### src/rtl/nibble_serial_adder.sv
// Multi-cycle W-bit add/subtract that reuses one 4-bit CLA slice, LS nibble first.
// Holds the slice itself so the block is self-contained.

module CLA_adder4bit (
  input  logic [3:0] a,
  input  logic [3:0] b,
  input  logic       cin,
  output logic [3:0] s,
  output logic       cout
);

  logic [3:0] g;
  logic [3:0] p;
  logic [4:0] c;

  assign g = a & b;
  assign p = a ^ b;

  // Flat lookahead equations; no ripple through the slice.
  assign c[0] = cin;
  assign c[1] = g[0] | (p[0] & cin);
  assign c[2] = g[1] | (p[1] & g[0]) | (p[1] & p[0] & cin);
  assign c[3] = g[2] | (p[2] & g[1]) | (p[2] & p[1] & g[0]) | (p[2] & p[1] & p[0] & cin);
  assign c[4] = g[3] | (p[3] & g[2]) | (p[3] & p[2] & g[1]) | (p[3] & p[2] & p[1] & g[0])
              | (p[3] & p[2] & p[1] & p[0] & cin);

  assign s    = p ^ c[3:0];
  assign cout = c[4];

endmodule

module nibble_serial_adder #(
  parameter int unsigned NIBBLES = 4
) (
  input  logic                 clk,
  input  logic                 rst,
  input  logic                 start,
  input  logic                 sub,
  input  logic [4*NIBBLES-1:0] a,
  input  logic [4*NIBBLES-1:0] b,
  output logic                 busy,
  output logic                 done,
  output logic [4*NIBBLES-1:0] sum,
  output logic                 cout,
  output logic                 overflow,
  output logic                 zero
);

  localparam int unsigned W = 4 * NIBBLES;

  typedef enum logic [1:0] {StIdle, StRun, StDone} state_e;

  state_e         state_q;
  logic [W-1:0]   opa_q;
  logic [W-1:0]   opb_q;
  logic           carry_q;
  logic [2:0]     idx_q;

  logic [3:0]     nib_a;
  logic [3:0]     nib_b;
  logic [3:0]     slice_s;
  logic           slice_cout;
  logic [W-1:0]   sum_wr;
  logic           last_nib;

  always_comb begin
    nib_a  = '0;
    nib_b  = '0;
    sum_wr = sum;
    for (int unsigned i = 0; i < NIBBLES; i++) begin
      if (idx_q == 3'(i)) begin
        nib_a              = opa_q[4*i +: 4];
        nib_b              = opb_q[4*i +: 4];
        sum_wr[4*i +: 4]   = slice_s;
      end
    end
  end

  assign last_nib = (idx_q == 3'(NIBBLES - 1));

  CLA_adder4bit u_cla (
    .a    (nib_a),
    .b    (nib_b),
    .cin  (carry_q),
    .s    (slice_s),
    .cout (slice_cout)
  );

  always_ff @(posedge clk) begin
    if (rst) begin
      state_q  <= StIdle;
      opa_q    <= '0;
      opb_q    <= '0;
      carry_q  <= 1'b0;
      idx_q    <= '0;
      sum      <= '0;
      cout     <= 1'b0;
      overflow <= 1'b0;
      zero     <= 1'b0;
      done     <= 1'b0;
      busy     <= 1'b0;
    end else begin
      unique case (state_q)
        StIdle: begin
          if (start) begin
            opa_q    <= a;
            opb_q    <= sub ? ~b : b;
            // Two's-complement subtract: +1 arrives as the first carry-in.
            carry_q  <= sub;
            idx_q    <= '0;
            sum      <= '0;
            cout     <= 1'b0;
            overflow <= 1'b0;
            zero     <= 1'b0;
            busy     <= 1'b1;
            state_q  <= StRun;
          end
        end
        StRun: begin
          sum     <= sum_wr;
          carry_q <= slice_cout;
          if (last_nib) begin
            cout     <= slice_cout;
            overflow <= (opa_q[W-1] == opb_q[W-1]) && (slice_s[3] != opa_q[W-1]);
            zero     <= (sum_wr == '0);
            done     <= 1'b1;
            state_q  <= StDone;
          end else begin
            idx_q <= idx_q + 3'd1;
          end
        end
        StDone: begin
          done    <= 1'b0;
          busy    <= 1'b0;
          state_q <= StIdle;
        end
        default: begin
          state_q <= StIdle;
        end
      endcase
    end
  end

endmodule

### config.mk
export PLATFORM = sky130hd
export DESIGN_NAME = nibble_serial_adder
export DESIGN_NICKNAME = d
export VERILOG_FILES = /design/src/rtl/nibble_serial_adder.sv
export SDC_FILE = /design/constraint.sdc
export NUM_CORES = 1
export LEC_CHECK = 0
export ABC_AREA = 1
export CELL_PAD_IN_SITES_DETAIL_PLACEMENT = 0
export CELL_PAD_IN_SITES_GLOBAL_PLACEMENT = 2
export CORE_ASPECT_RATIO = 1.1
export CORE_UTILIZATION = 29
export DETAILED_ROUTE_END_ITERATION = 16
export PLACE_DENSITY_LB_ADDON = 0.1
export SLEW_MARGIN = 5
export SYNTH_ARGS = -nofsm -noshare
export SYNTH_HDL_FRONTEND = slang
export SYNTH_SLANG_ARGS = --single-unit
### constraint.sdc
create_clock -name clk -period 3.73 [get_ports clk]
set_input_delay 0.746 -clock clk [delete_from_list [all_inputs] [get_ports clk]]
set_output_delay 0.746 -clock clk [all_outputs]
set_load 0.01 [all_outputs]
==> insert_results.sql, run 1 <==
INSERT INTO impl_metrics (metric_group, metric, value, unit) VALUES
('status', 'status', 'completed', ''),
('yosys', 'yosysWarningCount', '0', ''),
('grt', 'wire_length_of_the_first_global_routing_pass', '13900', 'microns'),
('critical_path', 'worstRegToRegCells', '16', ''),
('layout', 'diodes', '0', ''),
('sta', 'timing.slew.headroom', '39.3', '%'),
('clock_tree', 'post-cts-setup-buffers', '0', ''),
('clock_tree', 'clock_tree_root_buffer_cell', 'clkbuf_8', ''),
('critical_path', 'worstSetupPathDepth', '16', ''),
('grt', 'gr-usage-all-layers', '16.6', '%'),
('worst_hold_path', 'min_path_type', 'reg -> reg', ''),
('route', 'drt_iter0_drc', '80', ''),
('die', 'placeableCoreArea', '10100', 'sq um'),
('job', 'max-cap-violations', '0', ''),
('yosys', 'net_count_after_synthesis', '468', ''),
('clock_tree', 'h_tree_levels', '3', ''),
('yosys', 'netlist.area_leader.share', '38.6', '%'),
('sta', 'setup_violations', '0', ''),
('layout', 'area_overhead_vs_synth', '28.8', '%'),
('sta', 'drv_slew', '0', ''),
('critical_path', 'cpPeakStageDelay', '0.52', 'ns'),
('critical_path', 'startpoint_of_the_lowest_slack_register_to_register_path', 'idx_q[1]', ''),
('yosys', 'async_set_reset_flop_share_out_of_synthesis', '0', '%'),
('critical_path', 'cp_data_required_time', '4.01', 'ns'),
('yosys', 'yosys.cell_types.count', '32', ''),
('clock_tree', 'worst_setup_hold_path_clk_slew', '0.08', 'ns'),
('power_and_ir_drop', 'power_density', '424', 'nW/um^2'),
('worst_hold_path', 'hold_path_depth', '2', ''),
('critical_path', 'worstSetupEndpointType', 'flip-flop', ''),
('yosys', 'synth_top_cells_by_area', 'dfxtp_1, nand2_1, o21ai_0', ''),
('critical_path', 'worstPathBufferInverterCount', '2', ''),
('grt', 'grt_pass1_vias', '2759', ''),
('die', 'initial_core_util', '30.4', '%'),
('critical_path', 'cp.arrival', '3.48', 'ns'),
('route', 'route.detailed.wl_per_inst', '13.8', 'microns'),
('yosys', 'area_of_the_mapped_netlist', '3060', 'sq um'),
('clock_tree', 'ctsResizeCount', '0', ''),
('route', 'avgViaCountPerCell', '4.54', ''),
('route', 'final_antenna_net_count', '0', ''),
('route', 'detail_route.first_pass.iterations', '4', ''),
('grt', 'grt_antenna_before_repair', '0', ''),
('critical_path', 'crit_path_cell_trace', 'ha_1 -> ha_1 -> inv_1 -> o22ai_1 -> fa_1 -> inv_1 -> nand3_1 -> nand2_1 -> nand2_1 -> nor2_1 -> nand2_1 -> nor2_2 -> nand3_1 -> nor2_1 -> nand2_1 -> nand2_1', ''),
('route', 'via_count', '2811', ''),
('yosys', 'synth.most_common_cell', 'nand2_1', ''),
('critical_path', 'worst_path_dominant_cell_family', 'adder cells', ''),
('placement', 'hpwlAfterDp', '6150', 'microns'),
('yosys', 'synth_enable_flop_cells', '0', ''),
('clock_tree', 'cts_inserted_buffers', '9', ''),
('placement', 'placed_area', '3740', 'sq um'),
('yosys', 'postSynthRegisterBits', '59', ''),
('sta', 'min_period', '3.20', 'ns'),
('critical_path', 'slowest_stage', 'fa_1', ''),
('critical_path', 'start_kind', 'flip-flop', ''),
('die', 'io-pin-count', '57', ''),
('placement', 'port-buffer-count', '56', ''),
('critical_path', 'crit_path_start', 'idx_q[1]', ''),
('die', 'die-height', '110', 'microns'),
('clock_tree', 'clock_path_buffers', '2', ''),
('critical_path', 'ff2ff_setup_slack', '0.53', 'ns'),
('yosys', 'synth.avg_cell_area', '7.26', 'sq um'),
('placement', 'place_congestion', '0.763', ''),
('critical_path', 'crit_top_cell', 'nand2_1', ''),
('die', 'floorplan.rows', '38', ''),
('yosys', 'synthCells', '422', ''),
('critical_path', 'timing.setup.critical_path_class', 'reg -> reg', ''),
('critical_path', 'worstPathMaxFanout', '11', ''),
('sta', 'final_hold_viol_count', '0', ''),
('route', 'finalWirelength', '8540', 'microns'),
('route', 'drcViolationCount', '0', ''),
('layout', 'share_of_cells_above_drive_strength_1', '10.4', '%'),
('power_and_ir_drop', 'total_leakage_power', '1.56', 'nW');
[layer usage]
metal	vias up	global-route usage [%]	part of all wire, %
li1	1499	-	-
met1	1239	20.5	47
met2	61	29.0	48
met3	12	2.67	3.1
met4	0	6.63	1.4
met5	-	0	0
[placed cells by master, fill, tap and decap left out, drive strengths merged, types with 9 or more instances in the layout]
master	count
a21oi	29
o21ai	52
inv	35
ha	9
clkdlybuf4s50	56
nor2	57
nand3	34
dfxtp	59
clkbuf	11
nand2	77
or2	9
[worst min-delay path: stages, from the launching register on]
cell and delay [ns]:
dfxtp_1 0.30, inv_1 0.06, a21oi_1 0.06
[registers in the layout, indices dropped and copies added (netlist names)]
register  count
opa_q        16
opb_q        16
sum          16
idx_q         3
state_q       2
busy          1
carry_q       1
cout          1
done          1
overflow      1
zero          1
[report_power, final]
| group | leakage [nW] | internal (mW) | total, mW | switching (mW) |
|---|---|---|---|---|
| Sequential | 0.485 | 0.672 | 0.699 | 0.0268 |
| Combinational | 0.976 | 0.151 | 0.370 | 0.219 |
| Clock | 0.0957 | 0.329 | 0.601 | 0.272 |
[through the flow]
step	utilization (%)	std cells	setup slack [ns]	hold WS, ns	power (mW)
after floorplan	-	422	1.12	0.425	0.960
after global placement	37.1	603	0.594	0.447	1.09
after detailed placement	37.1	603	0.553	0.444	1.09
after CTS	39.1	619	0.530	0.458	1.70
after global routing	39.1	619	0.146	0.485	1.78
final	39.1	619	0.531	0.459	1.67
[cell type report]
cell class	instances	area [sq um]	area share [%]
Sequential cell	59	1180	30.0
Clock inverter	5	62.6	1.59
Timing Repair Buffer	62	606	15.4
Tap cell	140	175	4.44
Multi-Input combinational cell	307	1650	41.7
Inverter	35	131	3.33
Clock buffer	11	141	3.59
[worst min path at each step]
stage,start,end
finish,opb_q[5],opb_q[5]
global route,opb_q[6],opb_q[6]
CTS,opb_q[4],opb_q[4]
detailed placement,opb_q[4],opb_q[4]
global placement,opb_q[4],opb_q[4]
floorplan,opb_q[4],opb_q[4]
[cells by family after synthesis]
kind of cell	share of synthesized area, %
and+or+nand+nor	26.4
AOI/OAI and AO/OA	18.4
DFF	38.6
buffers and inverters	7.68
xor gates and xnor gates	4.58
adders and majority gates	4.33
Power figures use the tool's default switching activity.
==> inputs of run 2 (changes only) <==
--- a/config.mk
+++ b/config.mk
@@ -10,6 +10,7 @@
 export CELL_PAD_IN_SITES_GLOBAL_PLACEMENT = 2
 export CORE_ASPECT_RATIO = 1.1
 export CORE_UTILIZATION = 29
+export CTS_CLUSTER_DIAMETER = 100
 export DETAILED_ROUTE_END_ITERATION = 16
 export PLACE_DENSITY_LB_ADDON = 0.1
 export SLEW_MARGIN = 5
==> results of run 2 <==
No change in the layout: final DEF, timing and power equal those of run 1.
==> inputs of run 3 (changes only) <==
--- a/config.mk
+++ b/config.mk
@@ -13,7 +13,7 @@
 export CTS_CLUSTER_DIAMETER = 100
 export DETAILED_ROUTE_END_ITERATION = 16
 export PLACE_DENSITY_LB_ADDON = 0.1
-export SLEW_MARGIN = 5
+export SLEW_MARGIN = 15
 export SYNTH_ARGS = -nofsm -noshare
 export SYNTH_HDL_FRONTEND = slang
 export SYNTH_SLANG_ARGS = --single-unit
==> results of run 3 <==
No change in the layout: final DEF, timing and power equal those of run 1.
